File: config.mk
export PLATFORM = sky130hd
export DESIGN_NAME = vending_fsm_param
export DESIGN_NICKNAME = d
export VERILOG_FILES = /design/src/rtl/vend_pkg.sv /design/src/rtl/vend_change_unit.sv /design/src/rtl/vending_fsm_param.sv
export SDC_FILE = /design/constraint.sdc
export NUM_CORES = 1
export LEC_CHECK = 0
export ABC_AREA = 1
export CAP_MARGIN = 40
export CORE_MARGIN = 2
export CORE_UTILIZATION = 47
export CTS_BUF_LIST = sky130_fd_sc_hd__clkbuf_4 sky130_fd_sc_hd__clkbuf_8
export CTS_CLUSTER_DIAMETER = 150
export CTS_CLUSTER_SIZE = 40
export DETAILED_ROUTE_END_ITERATION = 16
export PLACE_DENSITY = 0.68
export SLEW_MARGIN = 0
export SYNTH_ARGS = -nofsm -noshare
export SYNTH_HDL_FRONTEND = slang
export SYNTH_HIERARCHICAL = 1
export SYNTH_SLANG_ARGS = --single-unit
export TNS_END_PERCENT = 100
File: constraint.sdc
create_clock -name clk -period 5.25 [get_ports clk]
set_input_delay 1.3125 -clock clk [delete_from_list [all_inputs] [get_ports clk]]
set_output_delay 1.3125 -clock clk [all_outputs]
set_load 0.005 [all_outputs]
File: src/rtl/vend_pkg.sv
// ---------------------------------------------------------------------------
// vend_pkg
// Shared definitions for the parametrised vending controller.
//   vend_state_e : controller state encoding (IDLE, CREDIT, VEND, CHANGE)
//   COIN_SEL_*   : coin_sel encodings, COIN_INVALID marks the unused code
//   coin_value() : maps a coin_sel code to its value using the caller's
//                  denomination parameters (0 for the invalid code)
// ---------------------------------------------------------------------------
package vend_pkg;

  typedef enum logic [1:0] {
    ST_IDLE   = 2'd0,
    ST_CREDIT = 2'd1,
    ST_VEND   = 2'd2,
    ST_CHANGE = 2'd3
  } vend_state_e;

  localparam logic [1:0] COIN_SEL_0   = 2'd0;
  localparam logic [1:0] COIN_SEL_1   = 2'd1;
  localparam logic [1:0] COIN_SEL_2   = 2'd2;
  localparam logic [1:0] COIN_INVALID = 2'd3;

  // Denominations are module parameters, so they are passed in rather than
  // fixed here; this keeps the package usable by differently sized instances.
  function automatic int unsigned coin_value(input logic [1:0]  sel,
                                             input int unsigned val_0,
                                             input int unsigned val_1,
                                             input int unsigned val_2);
    int unsigned v;
    v = 0;
    case (sel)
      COIN_SEL_0: v = val_0;
      COIN_SEL_1: v = val_1;
      COIN_SEL_2: v = val_2;
      default:    v = 0;
    endcase
    return v;
  endfunction

endpackage

File: src/rtl/vend_change_unit.sv
// ---------------------------------------------------------------------------
// vend_change_unit
// Holds the amount still owed to the customer and runs the one-coin-at-a-time
// refund handshake towards the hopper.
// Ports:
//   clk, reset      : clock, asynchronous active-high reset
//   load_i          : capture load_val_i into the remaining counter
//   load_val_i      : amount owed (credit after a vend, or full credit on cancel)
//   start_i         : begin paying out; change_valid_o rises next cycle if
//                     anything is owed (may coincide with load_i)
//   change_ack_i    : hopper paid one CHANGE_UNIT coin
//   change_valid_o  : registered refund-coin request, held until acked
//   remaining_o     : amount still owed
//   done_o          : combinational; this cycle's ack pays the final coin
// ---------------------------------------------------------------------------
module vend_change_unit
  import vend_pkg::*;
#(
  parameter int CREDIT_W    = 7,
  parameter int CHANGE_UNIT = 5
) (
  input  logic                clk,
  input  logic                reset,
  input  logic                load_i,
  input  logic [CREDIT_W-1:0] load_val_i,
  input  logic                start_i,
  input  logic                change_ack_i,
  output logic                change_valid_o,
  output logic [CREDIT_W-1:0] remaining_o,
  output logic                done_o
);

  typedef logic [CREDIT_W-1:0] credit_t;

  localparam credit_t UNIT = credit_t'(CHANGE_UNIT);

  credit_t remaining_q, remaining_d;
  logic    change_valid_q, change_valid_d;
  credit_t base_rem;
  logic    pay;

  assign pay = change_valid_q && change_ack_i;

  always_comb begin
    remaining_d    = remaining_q;
    change_valid_d = change_valid_q;
    // A load and a start in the same cycle (cancel from CREDIT) must see the
    // freshly loaded amount when deciding whether to raise change_valid.
    base_rem       = load_i ? load_val_i : remaining_q;

    if (load_i) begin
      remaining_d    = load_val_i;
      change_valid_d = 1'b0;
    end else if (pay) begin
      remaining_d    = remaining_q - UNIT;
      change_valid_d = (remaining_q - UNIT) != '0;
    end

    if (start_i) begin
      change_valid_d = base_rem != '0;
    end
  end

  always_ff @(posedge clk or posedge reset) begin
    if (reset) begin
      remaining_q    <= '0;
      change_valid_q <= 1'b0;
    end else begin
      remaining_q    <= remaining_d;
      change_valid_q <= change_valid_d;
    end
  end

  assign change_valid_o = change_valid_q;
  assign remaining_o    = remaining_q;
  assign done_o         = pay && (remaining_q == UNIT);

endmodule

File: src/rtl/vending_fsm_param.sv
// ---------------------------------------------------------------------------
// vending_fsm_param
// Vending controller: accumulates coin credit, vends one of two items over a
// valid/ack handshake and refunds change / cancelled credit one CHANGE_UNIT
// coin at a time through vend_change_unit.
// Ports:
//   clk, reset      : clock, asynchronous active-high reset
//   coin_valid/sel  : one-cycle coin event and its denomination code
//   sel_valid/item  : one-cycle item selection and item index
//   cancel          : one-cycle refund request
//   dispense_ack    : dispenser accepted the item
//   change_ack      : hopper paid one refund coin
//   dispense_valid  : item request, held until dispense_ack
//   dispense_item   : item index, stable while dispense_valid
//   change_valid    : refund coin request, held until change_ack
//   coin_reject     : one-cycle pulse, coin returned uncredited
//   insufficient    : one-cycle pulse, selection refused for low credit
//   credit          : current credit
//   busy            : high in VEND and CHANGE
// All outputs are registered.
// ---------------------------------------------------------------------------
module vending_fsm_param
  import vend_pkg::*;
#(
  parameter int CREDIT_W    = 7,
  parameter int MAX_CREDIT  = 60,
  parameter int COIN_VAL_0  = 5,
  parameter int COIN_VAL_1  = 10,
  parameter int COIN_VAL_2  = 25,
  parameter int PRICE_0     = 15,
  parameter int PRICE_1     = 20,
  parameter int CHANGE_UNIT = 5
) (
  input  logic                clk,
  input  logic                reset,
  input  logic                coin_valid,
  input  logic [1:0]          coin_sel,
  input  logic                sel_valid,
  input  logic                sel_item,
  input  logic                cancel,
  input  logic                dispense_ack,
  input  logic                change_ack,
  output logic                dispense_valid,
  output logic                dispense_item,
  output logic                change_valid,
  output logic                coin_reject,
  output logic                insufficient,
  output logic [CREDIT_W-1:0] credit,
  output logic                busy
);

  // Parameter sanity: refunds are paid in whole CHANGE_UNIT coins, so every
  // amount that can end up in credit must be a multiple of it.
  if (CHANGE_UNIT <= 0 ||
      (COIN_VAL_0 % CHANGE_UNIT) != 0 || (COIN_VAL_1 % CHANGE_UNIT) != 0 ||
      (COIN_VAL_2 % CHANGE_UNIT) != 0 || (PRICE_0 % CHANGE_UNIT) != 0 ||
      (PRICE_1 % CHANGE_UNIT) != 0) begin : g_bad_unit
    $error("vending_fsm_param: coin values and prices must be multiples of CHANGE_UNIT");
  end
  if (MAX_CREDIT >= (1 << CREDIT_W)) begin : g_bad_width
    $error("vending_fsm_param: CREDIT_W too narrow for MAX_CREDIT");
  end

  typedef logic [CREDIT_W-1:0] credit_t;
  // One extra bit so credit + coin can be compared against MAX_CREDIT
  // without wrapping.
  typedef logic [CREDIT_W:0]   wide_t;

  localparam wide_t   MAX_W   = wide_t'(MAX_CREDIT);
  localparam wide_t   PRICE0W = wide_t'(PRICE_0);
  localparam wide_t   PRICE1W = wide_t'(PRICE_1);
  localparam credit_t UNIT    = credit_t'(CHANGE_UNIT);

  vend_state_e state_q, state_d;
  credit_t     credit_q, credit_d;
  logic        dispense_valid_q, dispense_valid_d;
  logic        dispense_item_q, dispense_item_d;
  logic        coin_reject_q, coin_reject_d;
  logic        insufficient_q, insufficient_d;
  logic        busy_q, busy_d;

  // Change unit control
  logic        cu_load;
  credit_t     cu_load_val;
  logic        cu_start;
  logic        cu_valid;
  credit_t     cu_remaining;
  logic        cu_done;

  wide_t       coin_w;
  wide_t       sum_w;
  wide_t       price_w;

  assign coin_w  = wide_t'(coin_value(coin_sel, COIN_VAL_0, COIN_VAL_1, COIN_VAL_2));
  assign sum_w   = wide_t'(credit_q) + coin_w;
  assign price_w = sel_item ? PRICE1W : PRICE0W;

  always_comb begin
    state_d          = state_q;
    credit_d         = credit_q;
    dispense_valid_d = dispense_valid_q;
    dispense_item_d  = dispense_item_q;
    coin_reject_d    = 1'b0;
    insufficient_d   = 1'b0;
    cu_load          = 1'b0;
    cu_load_val      = '0;
    cu_start         = 1'b0;

    case (state_q)
      ST_IDLE, ST_CREDIT: begin
        if (cancel) begin
          // Cancel wins arbitration; in IDLE there is nothing to refund.
          if (state_q == ST_CREDIT) begin
            cu_load     = 1'b1;
            cu_load_val = credit_q;
            cu_start    = 1'b1;
            state_d     = ST_CHANGE;
          end
          coin_reject_d = coin_valid;
        end else if (sel_valid) begin
          // IDLE always holds credit 0, so the same compare covers it.
          if (wide_t'(credit_q) >= price_w) begin
            state_d          = ST_VEND;
            dispense_valid_d = 1'b1;
            dispense_item_d  = sel_item;
            cu_load          = 1'b1;
            cu_load_val      = credit_t'(wide_t'(credit_q) - price_w);
          end else begin
            insufficient_d = 1'b1;
          end
          coin_reject_d = coin_valid;
        end else if (coin_valid) begin
          if (coin_sel == COIN_INVALID || sum_w > MAX_W) begin
            coin_reject_d = 1'b1;
          end else begin
            credit_d = credit_t'(sum_w);
            state_d  = ST_CREDIT;
          end
        end
      end

      ST_VEND: begin
        coin_reject_d = coin_valid;
        if (dispense_ack) begin
          dispense_valid_d = 1'b0;
          credit_d         = cu_remaining;
          if (cu_remaining != '0) begin
            cu_start = 1'b1;
            state_d  = ST_CHANGE;
          end else begin
            state_d = ST_IDLE;
          end
        end
      end

      ST_CHANGE: begin
        coin_reject_d = coin_valid;
        if (cu_valid && change_ack) begin
          credit_d = credit_q - UNIT;
          if (cu_done) begin
            state_d = ST_IDLE;
          end
        end
      end

      default: state_d = ST_IDLE;
    endcase

    busy_d = (state_d == ST_VEND) || (state_d == ST_CHANGE);
  end

  always_ff @(posedge clk or posedge reset) begin
    if (reset) begin
      state_q          <= ST_IDLE;
      credit_q         <= '0;
      dispense_valid_q <= 1'b0;
      dispense_item_q  <= 1'b0;
      coin_reject_q    <= 1'b0;
      insufficient_q   <= 1'b0;
      busy_q           <= 1'b0;
    end else begin
      state_q          <= state_d;
      credit_q         <= credit_d;
      dispense_valid_q <= dispense_valid_d;
      dispense_item_q  <= dispense_item_d;
      coin_reject_q    <= coin_reject_d;
      insufficient_q   <= insufficient_d;
      busy_q           <= busy_d;
    end
  end

  vend_change_unit #(
    .CREDIT_W    (CREDIT_W),
    .CHANGE_UNIT (CHANGE_UNIT)
  ) u_change (
    .clk            (clk),
    .reset          (reset),
    .load_i         (cu_load),
    .load_val_i     (cu_load_val),
    .start_i        (cu_start),
    .change_ack_i   (change_ack),
    .change_valid_o (cu_valid),
    .remaining_o    (cu_remaining),
    .done_o         (cu_done)
  );

  assign dispense_valid = dispense_valid_q;
  assign dispense_item  = dispense_item_q;
  assign change_valid   = cu_valid;
  assign coin_reject    = coin_reject_q;
  assign insufficient   = insufficient_q;
  assign credit         = credit_q;
  assign busy           = busy_q;

endmodule

==> impl_metrics.env <==
export IMPL_synth_simple_area_share_pct=39.3
export IMPL_syn_nets=376
export IMPL_drive_gt1_share_pct=6.79
export IMPL_critPathKind="in -> reg"
export IMPL_cts_reportedPaths_clkPinSlew_ps=80
export IMPL_cp_required_ps=5410
export IMPL_p_per_area_mw_per_mm2=580
export IMPL_cp_max_fo=8
export IMPL_ant_nets=0
export IMPL_grt_pass1_wl_um=10100
export IMPL_ys_seq_area_share_pct=24.6
export IMPL_mostFrequentLayoutCells="106 x nand2_1, 51 x inv_1, 36 x nand3_1"
export IMPL_critPathMaxStageDelay_ps=510
export IMPL_min_path_cells=2
export IMPL_worst_pin_slew_ps=579
export IMPL_nFillCells=477
export IMPL_htreeDepth=1
export IMPL_die_h_um=73.0
export IMPL_clockPowerShare_pct=10.8
export IMPL_num_io_pins=23
export IMPL_synthTopCellsByArea="dfrtp_1 25%, nand2_1 18%, ha_1 11%, inv_1 8.5%, nand3_1 8.0%"
export IMPL_fin_tns_setup_ps=0
export IMPL_fin_nets=400
export IMPL_ys_ff_latch=22
export IMPL_synth_top_area_share_pct=24.6
export IMPL_ys_warn_count=6
export IMPL_status="completed"
export IMPL_finalSetupViolCount=0
export IMPL_place_ws_ps=1150
export IMPL_grt_overflow_total=0
export IMPL_rr_worst_depth=10
export IMPL_grt_usage_pct=24.3
export IMPL_wl_per_cell_um=14.1
export IMPL_fmax_ghz=0.259
export IMPL_area_growth_pct=15.0
export IMPL_finalCriticalPeriod_ps=3860
export IMPL_fin_worst_skew_ps=2.75
export IMPL_numCtsBuffers=3
export IMPL_numClockSinks=22
export IMPL_maxSlewViolCount=0
export IMPL_rows=25
export IMPL_portBuffers=22
export IMPL_fin_ws_ps=1390
export IMPL_hp_start="dispense_valid"
export IMPL_crit_top_cell="nand2_1"
export IMPL_crit_path_end_kind="flip-flop"
export IMPL_die_w_um=73.0
export IMPL_hold_viol=0
export IMPL_crit_reg2reg_capture="u_change/remaining_o[3]"
export IMPL_grt_pass1_vias=2266
export IMPL_dp_hpwl_um=4820
export IMPL_postCtsHoldBufs=0
export IMPL_initial_core_util_pct=48.1
export IMPL_cp_cell_sequence="clkdlybuf4s50_1 > inv_1 > ha_1 > a21oi_1 > and2_1 > nand4_1 > nand2_1 > nand2_1 > inv_2 > nand2_1 > o221ai_1 > inv_1"
export IMPL_pwr_share_seq_pct=25.5
export IMPL_rrSetupSlack_ps=2550
export IMPL_antenna_found_initial=0
export IMPL_r2r_start="credit[4]"
export IMPL_p_comb_share_pct=63.7
export IMPL_wl_um=5950
export IMPL_min_period_over_period_pct=73.5
export IMPL_post_cts_buffers=0
export IMPL_cap_viol_max_count=0
export IMPL_cpMaxStageDelayCell="clkdlybuf4s50_1"
export IMPL_core_mm2=0.00466
export IMPL_synth_top_family_by_area="simple AND/OR/NAND/NOR gates"
export IMPL_grt_max_degree=15
export IMPL_final_common_cell="nand2_1"
export IMPL_power_share_switching_pct=51.7
export IMPL_n_antenna_cell=0
export IMPL_syn_area_mm2=0.00224
export IMPL_synth_fa_ha_area_share_pct=12.4
export IMPL_synth_xor_area_share_pct=2.35
export IMPL_rsz0062_at_grt="no"
export IMPL_synth_compound_area_share_pct=10.9
export IMPL_clk_latency_ps=260
export IMPL_synth_area_leader_cell="dfrtp_1"
export IMPL_synth_cell_types=32
export IMPL_switchingPower_mw=0.771
export IMPL_p_int_mw=0.721
export IMPL_synth_mux_area_share_pct=0
export IMPL_cts_resized=0
export IMPL_cts_tree="yes"
export IMPL_avgViaCountPerCell=5.31
export IMPL_clock_root_buffer="clkbuf_8"
export IMPL_place_congestion=0.852
export IMPL_cts_max_path_buffers=2
export IMPL_peakVddDrop_mv=0.249
export IMPL_vias=2240
export IMPL_critical_path_arrival_ps=4020
export IMPL_netlist_instances=345
export IMPL_drt_initial_drc_count=180
export IMPL_drt_pre_antenna_iters=6
export IMPL_dieArea_mm2=0.00533
export IMPL_p_leak_nw=1.33
export IMPL_hp_class="reg -> reg"
export IMPL_min_to="dispense_valid"
export IMPL_cp_start_kind="input port"
export IMPL_slew_headroom_pct=61.4
export IMPL_syn_avg_cell_area_um2=6.49
export IMPL_drc=0
## Yosys cell counts (all sizes together)
| library cell | count |
|---|---|
| ha | 19 |
| xor2 | 5 |
| nor2 | 37 |
| o211ai | 7 |
| a21oi | 5 |
| nand3 | 36 |
| o22ai | 5 |
| nand2 | 116 |
| nor4 | 1 |
| buf | 3 |
| fa | 2 |
| inv | 56 |
| o31ai | 2 |
| nor3 | 4 |
| dfrtp | 22 |
| and2 | 1 |
| o21bai | 1 |
| xnor2 | 1 |
| o221ai | 4 |
| a22oi | 1 |
| nand4 | 7 |
| a211oi | 3 |
| o21ai | 7 |
## power by group through the flow
stage / Sequential [mW] / Clock [mW] / Combinational [mW]
CTS: 0.380 / 0.164 / 0.945
detailed placement: 0.383 / 0 / 0.940
floorplan: 0.321 / 0 / 0.719
global placement: 0.384 / 0 / 0.929
finish: 0.381 / 0.161 / 0.951
global route: 0.392 / 0.172 / 1.09
## through the flow
stage / cell area, um^2 / instances / power, mW / util (%) / hold slack, ps
after floorplan: 2240 / 345 / 1.04 / - / 465
after global placement: 2500 / 418 / 1.31 / 53.7 / 515
after detailed placement: 2500 / 418 / 1.32 / 53.7 / 526
after CTS: 2570 / 422 / 1.49 / 55.2 / 546
after global routing: 2570 / 422 / 1.65 / 55.2 / 579
final: 2570 / 422 / 1.49 / 55.2 / 546
## kinds of logic (layout without fill, tap and decap cells)
logic type | after synthesis | after routing
buffers and inverters | 59 | 82
adders and majority gates | 21 | 21
and+or+nand+nor | 202 | 202
xor gates and xnor gates | 6 | 6
DFF | 22 | 22
AOI/OAI and AO/OA | 35 | 35
## worst max path at each step
| stage | slack (ps) | startpoint | endpoint | cells after the start |
|---|---|---|---|---|
| 4_1_cts | 1420 | coin_sel[0] | credit[2] | 20 |
| 5_1_grt | 1130 | coin_sel[1] | credit[2] | 20 |
| 3_3_place_gp | 1150 | coin_sel[0] | credit[5] | 20 |
| 2_1_floorplan | 1980 | coin_sel[0] | credit[4] | 19 |
| 3_5_place_dp | 1150 | coin_sel[0] | credit[5] | 20 |
| 6_report | 1390 | sel_item | u_change/remaining_o[3] | 12 |
## critical path: cells and delay by family
kind	cells	cell delay [ps]
buf+inv	4	860
compound gates	2	410
fa+ha+maj	1	350
simple gates	5	1070
## flip-flops by register name, summed over array words and instances, names as in the netlist
signal / count
state_q: 2
dispense_item: 1
dispense_valid: 1
u_change/change_valid_o: 1
insufficient: 1
coin_reject: 1
credit: 7
busy: 1
u_change/remaining_o: 7
## metal layers
metal  track usage [%]  routed length [um]
met5                 0                   0
met4              8.44                 101
met3              3.59                 236
met2              41.0                2850
met1              31.3                2760
## area by class of cell
class                   count  area (um^2)  share of cell area (%)
inverters                  56          210                    8.16
clock inverters             1         30.0                    1.17
multi-input cells         264         1460                    56.5
well taps                  54         67.6                    2.62
flip-flops and latches     22          551                    21.4
repair buffers             22          220                    8.55
clock buffers               3         41.3                    1.60
(Power assumes the default switching activity.)
